[src/rtl/regfile_pkg.sv]
// Shared types and default sizing for the register-file write-back buffer.
// Consumed by regfile_wb_buffer and regfile_wb_match.
package regfile_pkg;

    localparam int unsigned DATA_WIDTH_DEF = 8;
    localparam int unsigned DEPTH_DEF      = 2;
    localparam int unsigned Q_ENTRIES_DEF  = 4;

    typedef struct packed {
        logic [DEPTH_DEF-1:0]      addr;
        logic [DATA_WIDTH_DEF-1:0] data;
    } wb_entry_t;

    // Pointer width: index bits plus one wrap bit.
    function automatic int unsigned ptr_width(input int unsigned entries);
        return $clog2(entries) + 1;
    endfunction

endpackage

[src/rtl/regfile_wb_match.sv]
// Youngest-first address match over the live entries of the write-back buffer.
// One instance per lookup port; purely combinational.
module regfile_wb_match
    import regfile_pkg::*;
#(
    parameter int unsigned DATA_WIDTH = DATA_WIDTH_DEF,
    parameter int unsigned DEPTH      = DEPTH_DEF,
    parameter int unsigned Q_ENTRIES  = Q_ENTRIES_DEF,
    parameter int unsigned PW         = ptr_width(Q_ENTRIES),
    parameter int unsigned IW         = PW - 1
) (
    input  logic [DEPTH-1:0]      ent_addr_i [Q_ENTRIES],
    input  logic [DATA_WIDTH-1:0] ent_data_i [Q_ENTRIES],
    input  logic [IW-1:0]         rd_idx_i,
    input  logic [PW-1:0]         count_i,
    input  logic [DEPTH-1:0]      lk_addr_i,
    output logic                  hit_o,
    output logic [DATA_WIDTH-1:0] data_o
);

    logic [IW-1:0] idx;

    // Walk oldest to youngest so the last match seen is the youngest one.
    always_comb begin
        hit_o  = 1'b0;
        data_o = '0;
        idx    = '0;
        for (int unsigned k = 0; k < Q_ENTRIES; k++) begin
            idx = rd_idx_i + IW'(k);
            if ((PW'(k) < count_i) && (lk_addr_i != '0) &&
                (ent_addr_i[idx] == lk_addr_i)) begin
                hit_o  = 1'b1;
                data_o = ent_data_i[idx];
            end
        end
    end

endmodule

[src/rtl/regfile_wb_buffer.sv]
// Write-back buffer feeding the register file write port, with optional pending-data
// forwarding to two lookup ports (enabled by defining REGFILE_WB_BYPASS_EN).
module regfile_wb_buffer
    import regfile_pkg::*;
#(
    parameter int unsigned DATA_WIDTH = DATA_WIDTH_DEF,
    parameter int unsigned DEPTH      = DEPTH_DEF,
    parameter int unsigned Q_ENTRIES  = Q_ENTRIES_DEF
) (
    input  logic                              clk,
    input  logic                              rst_n,
    input  logic                              in_wb_valid,
    output logic                              out_wb_ready,
    input  logic [DEPTH-1:0]                  in_wb_addr,
    input  logic [DATA_WIDTH-1:0]             in_wb_data,
    input  logic                              in_stall,
    output logic                              out_we,
    output logic [DEPTH-1:0]                  out_wr_addr,
    output logic [DATA_WIDTH-1:0]             out_wr_data,
    input  logic [DEPTH-1:0]                  in_lk_addr1,
    input  logic [DEPTH-1:0]                  in_lk_addr2,
    output logic                              out_lk_hit1,
    output logic [DATA_WIDTH-1:0]             out_lk_data1,
    output logic                              out_lk_hit2,
    output logic [DATA_WIDTH-1:0]             out_lk_data2,
    output logic [$clog2(Q_ENTRIES):0]        out_count
);

    localparam int unsigned PW = ptr_width(Q_ENTRIES);
    localparam int unsigned IW = PW - 1;

    logic [PW-1:0]         rd_ptr_q, rd_ptr_d;
    logic [PW-1:0]         wr_ptr_q, wr_ptr_d;
    logic [DEPTH-1:0]      ent_addr_q [Q_ENTRIES];
    logic [DATA_WIDTH-1:0] ent_data_q [Q_ENTRIES];

    logic          empty, full, push, pop;
    logic [IW-1:0] rd_idx, wr_idx;
    logic [PW-1:0] count;

    always_comb begin
        rd_idx = rd_ptr_q[IW-1:0];
        wr_idx = wr_ptr_q[IW-1:0];
        empty  = (rd_ptr_q == wr_ptr_q);
        full   = (rd_idx == wr_idx) && (rd_ptr_q[IW] != wr_ptr_q[IW]);
        count  = wr_ptr_q - rd_ptr_q;
        // Address-0 requests complete the handshake but never allocate an entry.
        push   = in_wb_valid && !full && (in_wb_addr != '0);
        pop    = !empty && !in_stall;
        rd_ptr_d = pop  ? rd_ptr_q + PW'(1) : rd_ptr_q;
        wr_ptr_d = push ? wr_ptr_q + PW'(1) : wr_ptr_q;
    end

    always_ff @(posedge clk or negedge rst_n) begin
        if (!rst_n) begin
            rd_ptr_q <= '0;
            wr_ptr_q <= '0;
        end else begin
            rd_ptr_q <= rd_ptr_d;
            wr_ptr_q <= wr_ptr_d;
        end
    end

    // Entry storage needs no reset: liveness is defined by the pointers alone.
    always_ff @(posedge clk) begin
        if (push) begin
            ent_addr_q[wr_idx] <= in_wb_addr;
            ent_data_q[wr_idx] <= in_wb_data;
        end
    end

    always_comb begin
        out_wb_ready = !full;
        out_we       = pop;
        out_wr_addr  = empty ? '0 : ent_addr_q[rd_idx];
        out_wr_data  = empty ? '0 : ent_data_q[rd_idx];
        out_count    = count;
    end

`ifdef REGFILE_WB_BYPASS_EN
    regfile_wb_match #(
        .DATA_WIDTH (DATA_WIDTH),
        .DEPTH      (DEPTH),
        .Q_ENTRIES  (Q_ENTRIES)
    ) u_match1 (
        .ent_addr_i (ent_addr_q),
        .ent_data_i (ent_data_q),
        .rd_idx_i   (rd_idx),
        .count_i    (count),
        .lk_addr_i  (in_lk_addr1),
        .hit_o      (out_lk_hit1),
        .data_o     (out_lk_data1)
    );

    regfile_wb_match #(
        .DATA_WIDTH (DATA_WIDTH),
        .DEPTH      (DEPTH),
        .Q_ENTRIES  (Q_ENTRIES)
    ) u_match2 (
        .ent_addr_i (ent_addr_q),
        .ent_data_i (ent_data_q),
        .rd_idx_i   (rd_idx),
        .count_i    (count),
        .lk_addr_i  (in_lk_addr2),
        .hit_o      (out_lk_hit2),
        .data_o     (out_lk_data2)
    );
`else
    logic unused_lk;

    always_comb begin
        out_lk_hit1  = 1'b0;
        out_lk_data1 = '0;
        out_lk_hit2  = 1'b0;
        out_lk_data2 = '0;
        unused_lk    = ^{in_lk_addr1, in_lk_addr2};
    end
`endif

endmodule

[config.mk]
export PLATFORM = sky130hd
export DESIGN_NAME = regfile_wb_buffer
export DESIGN_NICKNAME = d
export VERILOG_FILES = /design/src/rtl/regfile_pkg.sv /design/src/rtl/regfile_wb_match.sv /design/src/rtl/regfile_wb_buffer.sv
export SDC_FILE = /design/constraint.sdc
export NUM_CORES = 1
export LEC_CHECK = 0
export ABC_AREA = 1
export BUFFER_PORTS_ARGS = -buffer_cell sky130_fd_sc_hd__buf_2
export CAP_MARGIN = 20
export CORE_MARGIN = 1.5
export CORE_UTILIZATION = 45
export CTS_CLUSTER_SIZE = 16
export DETAILED_ROUTE_END_ITERATION = 12
export PLACE_DENSITY = 0.66
export SYNTH_ARGS = -nofsm -noshare
export SYNTH_HDL_FRONTEND = slang
export SYNTH_SLANG_ARGS = --single-unit
[constraint.sdc]
create_clock -name clk -period 2.9 [get_ports clk]
set_input_delay 0.29 -clock clk [delete_from_list [all_inputs] [get_ports clk]]
set_output_delay 0.29 -clock clk [all_outputs]
set_load 0.1 [all_outputs]
== Word-level counts from Yosys, hierarchy flattened ==
Memory sizes are Yosys's and may differ from the RTL's.
Index checks and enable logic that the tools add are counted.
Word-level totals
  bits in registers: 6
  latch bits: 0
  RAM bits: 40
  ROM bits: 0
  memories: 2
Cells by class
  add/sub/neg operators: 3
  $mul: 0
  divide/modulo/power cells: 0
  $lt $le $gt $ge: 0
  eq/ne operators: 3
  shift-type cells: 0
  multiplexer cells: 4
  bitwise operators: 0
  reduce and logical (&&, ||, !) cells: 8
Memory list
  ent_data_q: words 4, bits a word 8, read ports 1, clocked after memory_dff 0, wr ports 1, RTL line regfile_wb_buffer.sv:35  | logic [DATA_WIDTH-1:0] ent_data_q [Q_ENTRIES];
  ent_addr_q: words 4, bits a word 2, read ports 1, clocked after memory_dff 0, wr ports 1, RTL line regfile_wb_buffer.sv:34  | logic [DEPTH-1:0] ent_addr_q [Q_ENTRIES];
Operators by type and width (number)
  $mux W8: 1
  $add A3 B1 Y3 const B: 2
  $logic_and A1 B1 Y1: 4
  $eq A3 B3 Y1: 1
  $logic_not A1 Y1: 3
  $sub A3 B3 Y3: 1
  $eq A2 B2 Y1: 1
  $mux W1: 2
  $mux W2: 1
  $reduce_bool A2 Y1: 1
  $ne A1 B1 Y1: 1

== Logic depth before layout (Yosys ltp) ==
Gate-level depths: netlist (run 1).
  depth in word-level cells: 7
  depth in mapped cells: 9

== Worst setup path after synthesis (run 1) ==
OpenSTA, ideal clock, no wires.
  path kind: reg-to-output
  start: register rd_ptr_q[1]
  end: output port out_wr_addr[0]
  arrival: 2.681 ns
  required time: 2.610 ns
  path slack: -0.071 ns
  cell stages (with the launch flop): 9
  cell sequence: dfrtp_1 inv_1 buf_2 ha_1 nand2_1 inv_1 nand3_4 inv_4 a21oi_1
On the way
  longest elaborated chain between the ends: 2
  elaborated cells on any way between the ends: 3
  those cells by class: 1 x eq/ne; 1 x mux; 1 x memory
Ends and longest elaborated chain
  start, declared: RTL line regfile_wb_buffer.sv:32  | logic [PW-1:0] rd_ptr_q, rd_ptr_d;
  start signal, assigned: RTL line regfile_wb_buffer.sv:59  | rd_ptr_q <= rd_ptr_d;
  $mem_v2 Z4 W2 / $eq A3 B3 Y1 (equally long branches)
  $mux W2 *: RTL line regfile_wb_buffer.sv:75  | out_wr_addr = empty ? '0 : ent_addr_q[rd_idx];
  end, declared: RTL line regfile_wb_buffer.sv:18  | output logic [DEPTH-1:0] out_wr_addr,
Mark *: on every way between the ends. The rest lies on a longest branch, timed or not.

== Final worst setup path (run 1) ==
  start: register rd_ptr_q[0]
  end: output port out_wr_addr[1]
Same word-level chain as after synthesis.

==> results of run 1 <==
## flip-flops by register name, summed over array words and instances, names as in the netlist
name and cells:
ent_data_q 32, ent_addr_q 8, rd_ptr_q 3, wr_ptr_q 3
## worst register-to-register path, delay by kind of cell, from the launching register on
kind          cells  cell delay, ns
fa+ha+maj         1            0.33
buf+inv           2            0.28
simple gates      4            0.44
flops             1            0.65
## synthesized netlist by cell type (all sizes together)
cell type   n  area, um^2
nand2      80         315
ha          7        87.6
nand3      18         115
buf        24         165
inv        36         138
dfrtp       6         150
o21a        1        7.51
fa          1        20.0
xor2        3        26.3
a21oi      10        50.1
edfxtp     40        1200
nor2        4        15.0
conb        1        3.75
## final cells by class
| cell class | count | share of cell area |
|---|---|---|
| Clock buffer | 5 | 0.0266 |
| Clock inverter | 3 | 0.0102 |
| Inverter | 36 | 0.0533 |
| Multi-Input combinational cell | 142 | 0.273 |
| Sequential cell | 46 | 0.523 |
| Tap cell | 67 | 0.0325 |
| Timing Repair Buffer | 37 | 0.0814 |
## worst max-delay path by stage
stage	from	end	slack, ns	cells after the start
global placement	rd_ptr_q[0]	out_wr_data[5]	0.71	7
CTS	rd_ptr_q[0]	out_wr_addr[0]	0.35	7
floorplan	rd_ptr_q[1]	out_wr_addr[0]	-0.07	8
detailed placement	rd_ptr_q[0]	out_wr_data[5]	0.71	7
finish	rd_ptr_q[0]	out_wr_addr[1]	0.36	7
global route	rd_ptr_q[0]	out_wr_addr[1]	0.24	7
## metal layers
metal	vias up	GRT usage	routed length [um]
met1	658	0.184	1690
li1	763	-	-
met4	0	0.0687	61
met5	-	0	0
met3	7	0.0366	178
met2	42	0.308	2130
## what timing repair did
item                                    4_1_cts  5_1_grt
hold buffers                                  1        0
hold endpoints to repair                      6        0
endpoints found under the setup margin        0        0
## metrics by stage
step / hold WS [ns] / TNS (ns)
floorplan: -0.00559 / -0.708
CTS: 0.185 / 0
finish: 0.196 / 0
detailed placement: 0.126 / 0
global placement: 0.125 / 0
global route: 0.191 / 0
## logic make-up (layout without fill, tap and decap cells)
group	Yosys count	in the layout	synth area share
buf+inv	60	81	0.132
compound gates	11	11	0.0251
flops	46	46	0.589
other cells	1	18	0.00163
simple gates	102	102	0.194
xor+xnor	3	3	0.0115
fa+ha+maj	8	8	0.0469
==> flow_metrics.tcl, run 1 <==
set metrics [dict create \
    hold_violations 0 \
    fin_cells 336 \
    cp_max_fo 12 \
    layout_commonest_cell "nand2_1" \
    cp_slowest_cell "dfrtp_1" \
    antenna_found_initial 0 \
    synthesis.area_um2 2290 \
    status "finished clean" \
    yosysSeqAreaShare 0.589 \
    core.rowCount 25 \
    fin_area_um2 2580 \
    wl_per_cell_um 12.1 \
    ys_warn_count 0 \
    num_vias 1470 \
    dr.pass1.iters 4 \
    grt_max_degree 22 \
    rsz0062_at_grt "false" \
    cts_buffers 5 \
    hp-class "primary input to flop" \
    nNetsFinal 294 \
    worstPathArrival_ns 2.25 \
    synth-seq-cells 46 \
    crit_buf_inv 3 \
    final_cell_mix "nand2_1 (78), edfxtp_1 (40), inv_1 (34)" \
    layout.area.seq_um2 1350 \
    period_minus_slack_ns 2.54 \
    grt_pass1_wl_um 6550 \
    drt_iter0_markers 45 \
    clk_path_buf_depth 2 \
    fill_cells 432 \
    cp_data_required_time_ns 2.61 \
    drive_gt1_frac 0.186 \
    synthCells 231 \
    dp_cells 327 \
    routed_via_density 4.38 \
    critPathMaxStageDelay_ns 0.65 \
    pin_count 51 \
    cap_violations 0 \
    syn_avg_cell_area_um2 9.93 \
    setup_violations 0 \
    cts_tree "done" \
    utilization 0.536 \
    ys_types 18 \
    placeableCoreArea_um2 4820 \
    timing.rr.end "ent_data_q[2][2]" \
    start_util 0.476 \
    holdCritStartpoint "in_wb_data[6]" \
    reg2reg_depth 7 \
    wirelength_um 4060 \
    finalWorstSetupSlack_ns 0.359 \
    clkTransAtPathRegs_ns 0.09 \
    synthToLayoutAreaGrowth_pct 12.5 \
    dpl.hpwl_um 2740 \
    min_path_cells 1 \
    fin_crit_sh 0.876 \
    holdPathEnd "ent_data_q[1][6]" \
    maxSlewViolCount 0 \
    die_h_um 74.4 \
    die_w_um 74.4 \
    endpoint_kind "primary output" \
    die-area_um2 5540 \
    multi_input_area_um2 704 \
    start_kind "flop" \
    timing.fmax_mhz 394 \
    portBuffers 28 \
    criticalPathCategory "flop to primary output" \
    post_cts_buffers 0 \
    critical_path.top_delay_family "flip-flops" \
    h-tree-depth 2 \
    drcViolationCount 0 \
    skew_ns 0.00733 \
    cts-root-buf "clkbuf_8" \
    grt_usage 0.166 \
    clock_latency_ns 0.30 \
    num_antenna_cells 0 \
    cts_resized 0 \
    grt_overflow 0 \
    grt_pass1_vias 1436 \
    ant_nets 0 \
    gp_congestion 0.764 \
    rr_startpoint "rd_ptr_q[0]" \
    cts.sinks 46 \
    pre_cts_ws_ns 0.706 \
    rrSetupSlack_ns 0.92 \
    path_cells "ha_1, nand2_1, inv_1, nand3_4, inv_4, a21oi_1, buf_2" \
    place_area_um2 2480 \
]
Power of run 1 is left out: the tool's default activity adds up to more than one toggle a clock period on the data nets, which glitch-free logic cannot reach.
==> run 2, diff against run 1 <==
--- a/config.mk
+++ b/config.mk
@@ -13,6 +13,7 @@
 export CTS_CLUSTER_SIZE = 16
 export DETAILED_ROUTE_END_ITERATION = 12
 export PLACE_DENSITY = 0.66
+export RECOVER_POWER = 100
 export SYNTH_ARGS = -nofsm -noshare
 export SYNTH_HDL_FRONTEND = slang
 export SYNTH_SLANG_ARGS = --single-unit
==> flow_metrics.tcl, run 2 (synthesis gave the netlist of run 1 again) <==
set metrics [dict create \
    hold_violations 0 \
    fin_setup_tns_ns 0 \
    endpoint_kind "flop" \
    die_h_um 74.4 \
    routed_via_density 4.38 \
    grt_pass1_vias 1436 \
    antenna_found_initial 0 \
    synthToLayoutAreaGrowth_pct 9.87 \
    die_w_um 74.4 \
    dr.pass1.iters 4 \
    worstPathArrival_ns 2.51 \
    setup_violations 0 \
    skew_ns 0.00747 \
    clock_latency_ns 0.30 \
    cp_max_fo 12 \
    maxSlewViolCount 0 \
    finalWorstSetupSlack_ns 0.323 \
    cts-root-buf "clkbuf_8" \
    num_vias 1471 \
    drt_iter0_markers 48 \
    fill_cells 441 \
    layout_commonest_cell "nand2_1" \
    core.rowCount 25 \
    wl_per_cell_um 12.2 \
    cts_tree "done" \
    die-area_um2 5540 \
    multi_input_area_um2 677 \
    drcViolationCount 0 \
    cts_buffers 5 \
    gp_congestion 0.764 \
    worstMarginPinSlew_ns 1.16 \
    status "finished clean" \
    num_antenna_cells 0 \
    pin_count 51 \
    nNetsFinal 294 \
    timing.fmax_mhz 388 \
    rsz0062_at_grt "false" \
    max_slew_margin 0.229 \
    largest_reg_flops 32 \
    pre_cts_ws_ns 0.706 \
    fin_crit_sh 0.889 \
    dpl.hpwl_um 2740 \
    clkTransAtPathRegs_ns 0.09 \
    drive_gt1_frac 0.112 \
    ant_nets 0 \
    grt_max_degree 22 \
    cts.sinks 46 \
    grt_overflow 0 \
    portBuffers 28 \
    h-tree-depth 2 \
    reg_top3 "ent_data_q x32, ent_addr_q x8" \
    start_kind "flop" \
    grt_pass1_wl_um 6550 \
    placeableCoreArea_um2 4820 \
    cap_violations 0 \
    cp_data_required_time_ns 2.83 \
    clk_path_buf_depth 2 \
    final_cell_mix "nand2_1 (80), edfxtp_1 (40), inv_1 (34)" \
    wirelength_um 4100 \
    layout.area.seq_um2 1350 \
    start_util 0.476 \
    period_minus_slack_ns 2.58 \
    regMostFlops "ent_data_q" \
    hp-class "primary input to flop" \
    grt_usage 0.166 \
    criticalPathCategory "flop to flop" \
]
[run 2: per-layer routing]
| layer | GRT usage | vias up | wire (um) |
|---|---|---|---|
| met5 | 0 | - | 0 |
| met3 | 0.0366 | 5 | 171 |
| met4 | 0.0687 | 0 | 55 |
| li1 | - | 762 | - |
| met2 | 0.308 | 38 | 2140 |
| met1 | 0.184 | 666 | 1720 |
[run 2: path summary, 6_finish.rpt]
check                               from          endpoint  slack (ns)  depth (start not counted)
setup / recovery             rd_ptr_q[0]  ent_data_q[1][2]        0.32                          7
hold reg to reg              wr_ptr_q[0]       wr_ptr_q[0]        0.55                          2
setup reg to reg             rd_ptr_q[0]  ent_data_q[1][2]        0.32                          7
min in group asynchronous          rst_n       wr_ptr_q[2]        0.39                          2
max in group asynchronous          rst_n       rd_ptr_q[1]        2.26                          2
hold / removal             in_wb_data[1]  ent_data_q[2][1]        0.25                          1
[run 2: cell type report]
class / count / share of cell area
multi-input cells: 142 / 0.268
clock buffers: 5 / 0.0273
well taps: 67 / 0.0333
repair buffers: 37 / 0.0700
inverters: 36 / 0.0546
flip-flops and latches: 46 / 0.536
clock inverters: 3 / 0.0104
[run 2: metrics by stage]
step	utilization	std cells	hold WS, ns	instance area (um^2)
after detailed placement	0.514	327	0.126	2480
after CTS	0.536	336	0.185	2580
final	0.523	336	0.245	2520
after global placement	0.514	327	0.125	2480
after floorplan	-	248	-0.00559	2360
after global routing	0.523	336	0.251	2520
[run 2: repair_timing]
item                      in CTS  in global routing
hold endpoints to repair       6                  0
buffers inserted               0                  0
hold buffers                   1                  0
gates resized for setup        0                  0
[run 2: worst max-delay path, stage by stage, from the launching register on]
cell and delay [ns]:
dfrtp_1 0.65, ha_1 0.33, nand2_1 0.07, inv_1 0.07, nand3_1 0.19, nand2_1 0.21
nor2_1 0.13, clkbuf_1 0.55
Power of run 2 is left out for the same reason.
==> run 3, diff against run 2 <==
==> constraint.sdc (replaced) <==
create_clock -name clk -period 2.9 [get_ports clk]
set_input_delay 0.145 -clock clk [delete_from_list [all_inputs] [get_ports clk]]
set_output_delay 0.145 -clock clk [all_outputs]
set_load 0.1 [all_outputs]
==> flow_metrics.tcl, run 3 (synthesis gave the netlist of run 1 again) <==
set metrics [dict create \
    wirelength_um 3930 \
    cts_resized 0 \
    pin_count 51 \
    drive_gt1_frac 0.107 \
    ctsHoldBuffers 1 \
    grt_pass1_wl_um 6560 \
    dpl.hpwl_um 2630 \
    h-tree-depth 2 \
    wl_per_cell_um 11.7 \
    max_slew_margin 0.228 \
    hold_violations 0 \
    cts.sinks 46 \
    worstMarginPinSlew_ns 1.16 \
    start_kind "flop" \
    status "finished clean" \
    grt_usage 0.165 \
    rr_startpoint "rd_ptr_q[0]" \
    cts_buffers 5 \
    num_antenna_cells 0 \
    portBuffers 28 \
    die-area_um2 5540 \
    drt_iter0_markers 33 \
    fin_crit_sh 0.886 \
    ant_nets 0 \
    hp-class "primary input to flop" \
    gp_congestion 0.772 \
    cts-root-buf "clkbuf_8" \
    cp_max_fo 12 \
    wl_met3_um 153 \
    skew_ns 0.00848 \
    routed_via_density 4.41 \
    die_h_um 74.4 \
    clock_latency_ns 0.30 \
    criticalPathCategory "flop to primary output" \
    wl_met2_um 1940 \
    antenna_found_initial 0 \
    nNetsFinal 295 \
    regMostFlops "ent_data_q" \
    post_cts_buffers 0 \
    dr.pass1.iters 4 \
    maxSlewViolCount 0 \
    timing.rr.end "ent_addr_q[1][0]" \
    grt_pass1_vias 1439 \
    clk_path_buf_depth 2 \
    fin_setup_tns_ns 0 \
    core.rowCount 25 \
    largest_reg_flops 32 \
    period_minus_slack_ns 2.57 \
    grt_overflow 0 \
    final_cell_mix "nand2_1 (79), edfxtp_1 (40), inv_1 (34)" \
    cts_tree "done" \
    endpoint_kind "primary output" \
    cp_data_required_time_ns 2.76 \
    rsz0062_at_grt "false" \
    rrSetupSlack_ns 0.51 \
    reg2reg_depth 8 \
    layout_commonest_cell "nand2_1" \
    grt_max_degree 22 \
    holdCritStartpoint "in_wb_data[1]" \
    placeableCoreArea_um2 4820 \
    clkTransAtPathRegs_ns 0.09 \
    setup_violations 0 \
    drcViolationCount 0 \
    holdPathEnd "ent_data_q[3][1]" \
    start_util 0.476 \
    reg_top3 "ent_data_q x32, ent_addr_q x8" \
    highest_layer "met4" \
    routedLengthMet1_um 1770 \
    min_path_cells 1 \
    worstPathArrival_ns 2.43 \
    die_w_um 74.4 \
    synthToLayoutAreaGrowth_pct 9.81 \
    timing.fmax_mhz 389 \
    cap_violations 0 \
    num_vias 1487 \
]
run 3: cell type report:
type,count,area (um^2)
clock inverters,3,25.0
clock buffers,5,68.8
repair buffers,38,181
fillers,440,2300
well taps,67,83.8
inverters,36,138
flip-flops and latches,46,1350
multi-input cells,142,672
run 3: how the worst max path moves through the flow:
stage	from	to	slack (ns)
detailed placement	rd_ptr_q[0]	out_wr_addr[1]	0.94
CTS	rd_ptr_q[1]	out_wr_data[5]	0.56
global placement	rd_ptr_q[0]	out_wr_data[5]	0.93
finish	rd_ptr_q[0]	out_count[1]	0.33
floorplan	rd_ptr_q[1]	out_wr_addr[0]	0.07
global route	rd_ptr_q[0]	out_count[1]	0.25
run 3: critical path: stages (launching register included):
cell,delay (ns)
dfrtp_1,0.38
buf_4,0.18
ha_1,0.22
fa_1,0.43
inv_1,0.06
clkbuf_1,0.85
run 3: per-layer routing:
| layer | vias to the layer above | global-route usage |
|---|---|---|
| li1 | 767 | - |
| met1 | 679 | 0.204 |
| met2 | 35 | 0.283 |
| met3 | 6 | 0.0366 |
| met4 | 0 | 0.0646 |
| met5 | - | 0 |
run 3: stage by stage:
stage | setup slack (ns) | cells | hold slack (ns) | cell area, um^2 | utilization
finish | 0.329 | 337 | 0.0903 | 2520 | 0.523
global route | 0.254 | 337 | 0.100 | 2520 | 0.523
CTS | 0.563 | 337 | 0.0429 | 2590 | 0.537
detailed placement | 0.939 | 328 | -0.0185 | 2480 | 0.516
global placement | 0.929 | 328 | -0.0202 | 2480 | 0.516
floorplan | 0.0742 | 248 | -0.151 | 2360 | -
Power of run 3 is left out for the same reason.
